==> config.mk <==
export PLATFORM = sky130hd
export DESIGN_NAME = bw_clk_cl_ctl_flat
export DESIGN_NICKNAME = d
export VERILOG_FILES = /design/src/rtl/bw_clk_cl_ctl_if.sv /design/src/rtl/bw_clk_cl_ctl.sv /design/src/flat_wrapper.sv
export SDC_FILE = /design/constraint.sdc
export NUM_CORES = 1
export LEC_CHECK = 0
export CAP_MARGIN = 15
export CORE_UTILIZATION = 56
export DETAILED_ROUTE_END_ITERATION = 8
export DONT_BUFFER_PORTS = 1
export PLACE_DENSITY = 0.73
export SYNTH_ARGS = -nofsm -noshare
export SYNTH_HDL_FRONTEND = slang
export SYNTH_SLANG_ARGS = --single-unit
==> constraint.sdc <==
create_clock -name rclk -period 4.5 [get_ports rclk]
set_clock_uncertainty 0.05 [all_clocks]
set_input_delay 0.225 -clock rclk [delete_from_list [all_inputs] [get_ports rclk]]
set_output_delay 0.225 -clock rclk [all_outputs]
set_load 0.05 [all_outputs]
==> src/rtl/bw_clk_cl_ctl_if.sv <==
// Signal bundle for the cluster clock-enable sequencer: async requests in,
// registered cluster enables/reset and status out, plus the FSM state for debug.
interface bw_clk_cl_ctl_if #(
  parameter int NCL = 4
);
  // Requests are level signals with no handshake: the sequencer samples them
  // through 2-flop synchronizers, and every output is a registered level.
  logic           en_req;
  logic           dbg_stop;
  logic           dbg_step;
  logic [NCL-1:0] cl_en;
  logic           cl_rst_l;
  logic           clk_stable;
  logic           busy;
  logic [2:0]     state;

  modport master (
    output en_req, dbg_stop, dbg_step,
    input  cl_en, cl_rst_l, clk_stable, busy, state
  );

  modport slave (
    input  en_req, dbg_stop, dbg_step,
    output cl_en, cl_rst_l, clk_stable, busy, state
  );
endinterface

==> src/rtl/bw_clk_cl_ctl.sv <==
// Cluster clock-enable sequencer: staggers per-cluster enables on ramp up/down,
// releases cluster reset after the ramp, and supports debug freeze/single-step.
module bw_clk_cl_ctl #(
  parameter int NCL      = 4,
  parameter int GAP      = 4,
  parameter int RST_HOLD = 16,
  parameter int STEP_LEN = 2
) (
  input  logic             rclk,
  input  logic             arst,
  bw_clk_cl_ctl_if.slave   bus
);

  localparam int MAXC = (GAP > RST_HOLD) ? ((GAP > STEP_LEN) ? GAP : STEP_LEN)
                                         : ((RST_HOLD > STEP_LEN) ? RST_HOLD : STEP_LEN);
  localparam int CW = $clog2(MAXC + 1);
  localparam logic [NCL-1:0] ONES = '1;

  typedef enum logic [2:0] {
    S_OFF     = 3'd0,
    S_RAMP_UP = 3'd1,
    S_HOLD    = 3'd2,
    S_RUN     = 3'd3,
    S_RAMP_DN = 3'd4,
    S_FROZEN  = 3'd5
  } state_t;

  state_t         state;
  logic [CW-1:0]  cnt;
  logic [NCL-1:0] cl_en;
  logic           cl_rst_l;
  logic           clk_stable;
  logic           busy;

  logic en_m, en_s, stop_m, stop_s, step_m, step_s, step_q;
  logic step_rise;

  always_ff @(posedge rclk or posedge arst) begin
    if (arst) begin
      en_m   <= 1'b0;
      en_s   <= 1'b0;
      stop_m <= 1'b0;
      stop_s <= 1'b0;
      step_m <= 1'b0;
      step_s <= 1'b0;
      step_q <= 1'b0;
    end else begin
      en_m   <= bus.en_req;
      en_s   <= en_m;
      stop_m <= bus.dbg_stop;
      stop_s <= stop_m;
      step_m <= bus.dbg_step;
      step_s <= step_m;
      step_q <= step_s;
    end
  end

  assign step_rise = step_s & ~step_q;

  // Enables are always a contiguous run from bit 0, so ramps are plain shifts.
  always_ff @(posedge rclk or posedge arst) begin
    if (arst) begin
      state      <= S_OFF;
      cnt        <= '0;
      cl_en      <= '0;
      cl_rst_l   <= 1'b0;
      clk_stable <= 1'b0;
      busy       <= 1'b0;
    end else begin
      case (state)
        S_OFF: begin
          if (en_s) begin
            state <= S_RAMP_UP;
            cl_en <= NCL'(1);
            cnt   <= CW'(GAP - 1);
            busy  <= 1'b1;
          end
        end
        S_RAMP_UP: begin
          if (!en_s) begin
            state <= S_RAMP_DN;
            cnt   <= CW'(GAP - 1);
          end else if (cnt == '0) begin
            cl_en <= {cl_en[NCL-2:0], 1'b1};
            if (cl_en[NCL-2]) begin
              state <= S_HOLD;
              cnt   <= CW'(RST_HOLD - 1);
            end else begin
              cnt <= CW'(GAP - 1);
            end
          end else begin
            cnt <= cnt - 1'b1;
          end
        end
        S_HOLD: begin
          if (!en_s) begin
            state <= S_RAMP_DN;
            cnt   <= CW'(GAP - 1);
          end else if (cnt == '0) begin
            state      <= S_RUN;
            cl_rst_l   <= 1'b1;
            clk_stable <= 1'b1;
            busy       <= 1'b0;
          end else begin
            cnt <= cnt - 1'b1;
          end
        end
        S_RUN: begin
          if (!en_s) begin
            state      <= S_RAMP_DN;
            cnt        <= CW'(GAP - 1);
            cl_rst_l   <= 1'b0;
            clk_stable <= 1'b0;
            busy       <= 1'b1;
          end else if (stop_s) begin
            state      <= S_FROZEN;
            cl_en      <= '0;
            clk_stable <= 1'b0;
          end
        end
        S_RAMP_DN: begin
          // en_s is deliberately ignored here; OFF restarts the ramp cleanly.
          if (cnt == '0) begin
            cl_en <= cl_en >> 1;
            if (cl_en[NCL-1:1] == '0) begin
              state <= S_OFF;
              busy  <= 1'b0;
            end else begin
              cnt <= CW'(GAP - 1);
            end
          end else begin
            cnt <= cnt - 1'b1;
          end
        end
        S_FROZEN: begin
          if (!en_s) begin
            state    <= S_OFF;
            cl_en    <= '0;
            cl_rst_l <= 1'b0;
          end else if (!stop_s) begin
            state      <= S_RUN;
            cl_en      <= ONES;
            clk_stable <= 1'b1;
          end else if (cl_en[0]) begin
            // Step in progress; new step requests are dropped until it ends.
            if (cnt == '0) cl_en <= '0;
            else           cnt   <= cnt - 1'b1;
          end else if (step_rise) begin
            cl_en <= ONES;
            cnt   <= CW'(STEP_LEN - 1);
          end
        end
        default: begin
          state      <= S_OFF;
          cl_en      <= '0;
          cl_rst_l   <= 1'b0;
          clk_stable <= 1'b0;
          busy       <= 1'b0;
        end
      endcase
    end
  end

  assign bus.cl_en      = cl_en;
  assign bus.cl_rst_l   = cl_rst_l;
  assign bus.clk_stable = clk_stable;
  assign bus.busy       = busy;
  assign bus.state      = state;

endmodule

==> src/flat_wrapper.sv <==
// flat-port wrapper written by rule: the top's interface ports become plain ports
module bw_clk_cl_ctl_flat 
#(
  parameter int NCL      = 4,
  parameter int GAP      = 4,
  parameter int RST_HOLD = 16,
  parameter int STEP_LEN = 2
)
  (rclk, arst, bus_en_req, bus_dbg_stop, bus_dbg_step, bus_cl_en, bus_cl_rst_l, bus_clk_stable, bus_busy, bus_state);
  bw_clk_cl_ctl_if #(.NCL(NCL)) bus_i ();
  input  logic rclk;
  input  logic arst;
  input wire logic [$bits(bus_i.en_req)-1:0] bus_en_req;
  input wire logic [$bits(bus_i.dbg_stop)-1:0] bus_dbg_stop;
  input wire logic [$bits(bus_i.dbg_step)-1:0] bus_dbg_step;
  output wire logic [$bits(bus_i.cl_en)-1:0] bus_cl_en;
  output wire logic [$bits(bus_i.cl_rst_l)-1:0] bus_cl_rst_l;
  output wire logic [$bits(bus_i.clk_stable)-1:0] bus_clk_stable;
  output wire logic [$bits(bus_i.busy)-1:0] bus_busy;
  output wire logic [$bits(bus_i.state)-1:0] bus_state;
  assign bus_i.en_req = bus_en_req;
  assign bus_i.dbg_stop = bus_dbg_stop;
  assign bus_i.dbg_step = bus_dbg_step;
  assign bus_cl_en = bus_i.cl_en;
  assign bus_cl_rst_l = bus_i.cl_rst_l;
  assign bus_clk_stable = bus_i.clk_stable;
  assign bus_busy = bus_i.busy;
  assign bus_state = bus_i.state;
  bw_clk_cl_ctl #(.NCL(NCL), .GAP(GAP), .RST_HOLD(RST_HOLD), .STEP_LEN(STEP_LEN)) u_core (.rclk(rclk), .arst(arst), .bus(bus_i));
endmodule
==> flow_summary.json, run 1 <==
{
  "outcome": "complete, no violations",
  "start_kind": "flop",
  "cts_tree": "yes",
  "antenna_found_initial": 0,
  "dp_hpwl_mm": 2.24,
  "via_count": 1312,
  "cts_setup_buffers": 0,
  "multi_input_area_sq_um": 788,
  "first_pass_iters": 5,
  "clkPwrFrac": 0.106,
  "area_growth_pct": 4.64,
  "globalRouteTotalUtil": 0.273,
  "internal-power_uw": 498,
  "drtIter0Drc": 78,
  "die_area_sq_um": 2760,
  "netlist_instances": 168,
  "synth_edf_count": 0,
  "yosysWarnings": 0,
  "cp_max_fo": 22,
  "cap_viol_max_count": 0,
  "setup_ws_ps": 1890,
  "io_pins": 15,
  "clkTransAtPathRegs_ps": 120,
  "hold_buffers": 4,
  "arrival_ps": 2780,
  "slew_headroom": 0.304,
  "hold_path.startpoint": "u_core.en_m",
  "setup_viol_count_final": 0,
  "fp.dieW_um": 52.5,
  "grt_pass1_wl_mm": 5.47,
  "fin_crit_ps": 2610,
  "tightest_slew_ps": 1040,
  "sequentialPowerShare": 0.433,
  "ys_types": 47,
  "synthArstFlopShare": 1.00,
  "die_h_um": 52.5,
  "netlist_area_sq_um": 1430,
  "synth_seq_area_share": 0.386,
  "grt_max_degree": 23,
  "cts_buffer_depth": 2,
  "drv_slew": 0,
  "cts_made_buffers": 3,
  "drc": 0,
  "switching_share": 0.534,
  "rsz0062_at_grt": "false",
  "routed_wl_mm": 3.33,
  "leakage_uw": 0.000598,
  "fill_cells": 185,
  "wire_per_inst_um": 17.3,
  "nets": 172,
  "cp.required_ps": 4670,
  "critical_path_class": "flop to flop",
  "hp-class": "flop to flop",
  "drive_gt1_frac": 0.0732,
  "dp_worst_setup_slack_ps": 1990,
  "startpoint": "u_core.bus.state[1]",
  "clock-sinks": 22,
  "initial_utilization": 0.621,
  "ctsResizeCount": 0,
  "synth-seq-cells": 22,
  "grt_pass1_vias": 1144,
  "power_frac_comb": 0.461,
  "grt_overflow_total": 0,
  "gp_congestion": 0.918,
  "syn_nets": 175,
  "yosys_most_used_dff": "dfrtp_1",
  "io_buffers": 0,
  "final_hold_viol_count": 0,
  "timing.rr.start": "u_core.bus.state[1]",
  "vias_per_cell": 6.83,
  "num_rows": 17,
  "post-route-util": 0.650,
  "cts_max_level": 1,
  "n_antenna_cell": 0,
  "max_freq_mhz": 384,
  "cts-root-buf": "clkbuf_4",
  "p_sw_uw": 570,
  "min_period_over_period": 0.579,
  "p_per_area_nw_per_um2": 715,
  "ant_nets": 0,
  "endpoint_kind": "flop",
  "finalSetupTns_ps": 0,
  "ff_latch_area_sq_um": 551,
  "coreArea_sq_um": 2300,
  "ir_worst_vdd_mv": 0.459,
  "clk_latency_ps": 320,
  "syn_area_per_cell_sq_um": 8.50
}
power by group through the flow:
stage / logic (uW) / registers [uW] / clock network [uW]
final: 493 / 463 / 113
after global routing: 542 / 475 / 123
after CTS: 485 / 460 / 112
after detailed placement: 479 / 463 / 0
after global placement: 469 / 460 / 0
after floorplan: 442 / 405 / 0
path summary, 6_finish.rpt:
kind	end	depth (start not counted)	slack [ps]
worst max-delay path	u_core.bus.cl_en[2]	5	1890
worst min-delay path	u_core.en_s	0	310
worst max register to register	u_core.bus.cl_en[2]	5	1890
worst min register to register	u_core.en_s	0	310
max in group asynchronous	u_core.bus.state[0]	2	3420
min in group asynchronous	u_core.bus.busy	2	460
cells in the final DEF (no fill, tap or decap), types with 2 or more instances in the layout:
master,instances
a21oi_1,13
a22o_1,3
a22oi_1,2
a31oi_1,2
a32o_1,3
a41oi_1,2
and2_1,2
clkbuf_4,3
dfrtp_1,22
dlygate4sd3_1,4
ha_1,2
inv_1,8
nand2_1,14
nand2b_1,3
nand3_1,5
nand3b_1,2
nand4_1,3
nor2_1,12
nor2b_1,4
nor3_1,6
o21a_1,2
o21ai_0,15
o22ai_1,4
o2bb2ai_1,2
or2_1,2
or3b_2,2
per-stage QoR:
stage	instances	hold WS, ps	power (uW)	instance area [sq um]
2_1_floorplan	168	164	847	1430
3_3_place_gp	184	206	928	1420
3_5_place_dp	184	206	943	1420
4_1_cts	192	314	1060	1490
5_1_grt	192	326	1140	1490
6_report	192	313	1070	1490
cell families after synthesis:
logic type | count (synthesis) | synth area share
AND/OR/NAND/NOR | 62 | 0.245
flip-flops | 22 | 0.386
AO/OA/AOI/OAI | 58 | 0.276
buffers and inverters | 22 | 0.0622
XOR/XNOR | 1 | 0.00614
multiplexers | 1 | 0.00789
adder cells (fa/ha/maj) | 2 | 0.0175
synthesized netlist by cell type, drive strengths merged, types with 2 or more instances:
cell type  number  area share
clkbuf          8       0.021
nand2b          3       0.013
o2bb2ai         2       0.012
dfrtp          22        0.39
nor3            6       0.021
o22ai           4       0.018
nor2b           4       0.018
a32o            3       0.021
nor2           12       0.032
o21ai          15       0.053
a211oi          2       0.014
nand2          14       0.037
ha              2       0.018
or2             2      0.0088
a31oi           2      0.0088
nand4           3       0.013
nand3b          2       0.011
a21oi          13       0.046
nand3           5       0.018
buf             5       0.016
a22o            3       0.018
and2            2      0.0088
or3b            2       0.012
o21a            2       0.011
a41oi           2       0.012
a22oi           2       0.011
inv             9       0.025
worst max-delay path: stages (launching register included):
cell and delay (ps):
dfrtp_1 1050, nor2b_1 360, a221oi_2 350, o22ai_1 130, or2_1 320, a22o_1 230
area by class of cell:
class / count / share of cell area
timing repair buffer: 5 / 0.0318
multi-input combinational: 124 / 0.528
tap: 28 / 0.0235
inverter: 9 / 0.0243
clock buffer: 4 / 0.0243
sequential: 22 / 0.369
per-layer routing:
metal  up-vias  global-route usage  part of all wire
met5         -                   0                 0
met4         0               0.105             0.017
met3         7              0.0522             0.083
met2        77               0.411              0.45
met1       605               0.383              0.45
li1        623                   -                 -
registers in the layout, summed over array words and instances, names as in the netlist:
register               cells
u_core.bus.state           3
u_core.stop_m              1
u_core.en_m                1
u_core.bus.cl_en           4
u_core.bus.cl_rst_l        1
u_core.step_s              1
u_core.cnt                 5
u_core.en_s                1
u_core.bus.clk_stable      1
u_core.step_q              1
u_core.bus.busy            1
u_core.step_m              1
u_core.stop_s              1
Power figures use the tool's default switching activity.
==> run 2: changes to the inputs <==
==> constraint.sdc (replaced) <==
create_clock -name rclk -period 2.67 [get_ports rclk]
set_clock_uncertainty 0.05 [all_clocks]
set_input_delay 0.1335 -clock rclk [delete_from_list [all_inputs] [get_ports rclk]]
set_output_delay 0.1335 -clock rclk [all_outputs]
set_load 0.05 [all_outputs]
==> run 2 against run 1 <==
  * Clock-buffer cell count stayed put
  * Non-clock buffer count is 11 higher
  * Core utilization is 3.6 points higher
  * Final area is 5.5% higher
  * Hold slack better by 1.5 ps
  * Die area stayed put
  * Setup slack worse by 1400 ps
==> flow_summary.json, run 2 (synthesis gave the netlist of run 1 again) <==
{
  "io_pins": 15,
  "layout_commonest_cell": "dfrtp_1",
  "grtUsageMet2": 0.399,
  "final_hold_viol_count": 0,
  "slew_headroom": 0.451,
  "hold_path.startpoint": "u_core.step_m",
  "setup_viol_count_final": 0,
  "tightest_slew_ps": 823,
  "cp.required_ps": 2830,
  "drtIter0Drc": 63,
  "startpoint": "u_core.cnt[1]",
  "area_growth_pct": 10.4,
  "clock-sinks": 22,
  "clk_latency_ps": 310,
  "clkTransAtPathRegs_ps": 120,
  "hp-class": "flop to flop",
  "holdPathEnd": "u_core.step_s",
  "cts_buffer_depth": 2,
  "initial_utilization": 0.621,
  "start_kind": "flop",
  "routed_wl_mm": 3.34,
  "cap_viol_max_count": 0,
  "outcome": "complete, no violations",
  "die_area_sq_um": 2760,
  "drc": 0,
  "globalRouteTotalUtil": 0.284,
  "gr-usage-met1": 0.423,
  "nets": 183,
  "leakage_uw": 0.000653,
  "power_uw": 1890,
  "cts_max_level": 1,
  "rsz0062_at_grt": "false",
  "finalSetupTns_ps": 0,
  "io_buffers": 0,
  "layout.cells.most_common_list": "dfrtp_1 (22), o21ai_0 (15), nand2_1 (14), a21oi_1 (13)",
  "fp.dieW_um": 52.5,
  "cts_tree": "yes",
  "wire_per_inst_um": 16.5,
  "cts_setup_buffers": 0,
  "critical_path_class": "flop to flop",
  "post-route-util": 0.686,
  "cts_made_buffers": 3,
  "endpoint_kind": "flop",
  "n_antenna_cell": 0,
  "grt_pass1_vias": 1259,
  "fin_crit_ps": 2190,
  "max_freq_mhz": 456,
  "r2r_slack_ps": 480,
  "ctsResizeCount": 0,
  "hold_path_depth": 0,
  "arrival_ps": 2360,
  "vias_per_cell": 6.62,
  "ant_nets": 0,
  "antenna_found_initial": 0,
  "grt_overflow_total": 0,
  "timing.rr.end": "u_core.bus.cl_en[2]",
  "multi_input_area_sq_um": 788,
  "timing.rr.start": "u_core.cnt[1]",
  "cp_max_fo": 9,
  "gp_congestion": 0.948,
  "r2r_cells": 8,
  "fill_cells": 191,
  "regMostFlops": "u_core.cnt",
  "drv_slew": 0,
  "ff_latch_area_sq_um": 551,
  "grt_max_degree": 23,
  "grt_pass1_wl_mm": 5.76,
  "coreArea_sq_um": 2300,
  "cts-root-buf": "clkbuf_4",
  "ir_worst_vdd_mv": 0.796,
  "dp_hpwl_mm": 2.35,
  "via_count": 1344,
  "p_per_area_nw_per_um2": 1200,
  "first_pass_iters": 4,
  "min_period_over_period": 0.822,
  "die_h_um": 52.5,
  "grt_use_met3": 0.0348,
  "drive_gt1_frac": 0.131,
  "largest_reg_flops": 5,
  "reg_top3": "u_core.cnt (5), u_core.bus.cl_en (4), u_core.bus.state (3)",
  "busiest_layer": "met1",
  "num_rows": 17
}
run 2: stage by stage:
step | hold slack [ps] | instance area (sq um) | setup WS [ps] | cells
final | 315 | 1580 | 476 | 203
after detailed placement | 115 | 1500 | 491 | 195
after floorplan | 72.7 | 1430 | 537 | 168
after CTS | 314 | 1580 | 480 | 203
after global placement | 115 | 1500 | 517 | 195
after global routing | 303 | 1580 | 280 | 203
run 2: metal layers:
metal | wire [um] | up-vias
met2 | 1420 | 75
met5 | 0 | -
li1 | - | 640
met3 | 262 | 13
met1 | 1560 | 616
met4 | 104 | 0
run 2: how the worst max path moves through the flow:
stage,to
6_report,u_core.bus.cl_en[2]
5_1_grt,u_core.bus.cl_en[2]
4_1_cts,u_core.bus.cl_en[2]
3_5_place_dp,u_core.bus.cl_en[2]
3_3_place_gp,u_core.bus.cl_en[2]
2_1_floorplan,u_core.cnt[3]
run 2: final cells by class:
type,instances,area share
clock buffers,4,0.0230
repair buffers,16,0.0825
multi-input cells,124,0.500
well taps,28,0.0222
inverters,9,0.0230
flip-flops and latches,22,0.349
run 2: what timing repair did:
item,CTS,global route
endpoints found under the hold margin,25,0
setup endpoints to repair,0,0
hold buffers,4,0
run 2: report_power, final:
part	switching [uW]	internal (uW)
Combinational	677	416
Clock	102	83.2
Sequential	193	416
Total	972	916
run 2: critical path, cell delays in order, from the launching register on:
cell and delay [ps]:
dfrtp_1 430, inv_1 80, ha_1 190, nor4b_4 360, inv_4 110, a221oi_2 240
o22ai_1 130, or2_1 280, a22o_1 230
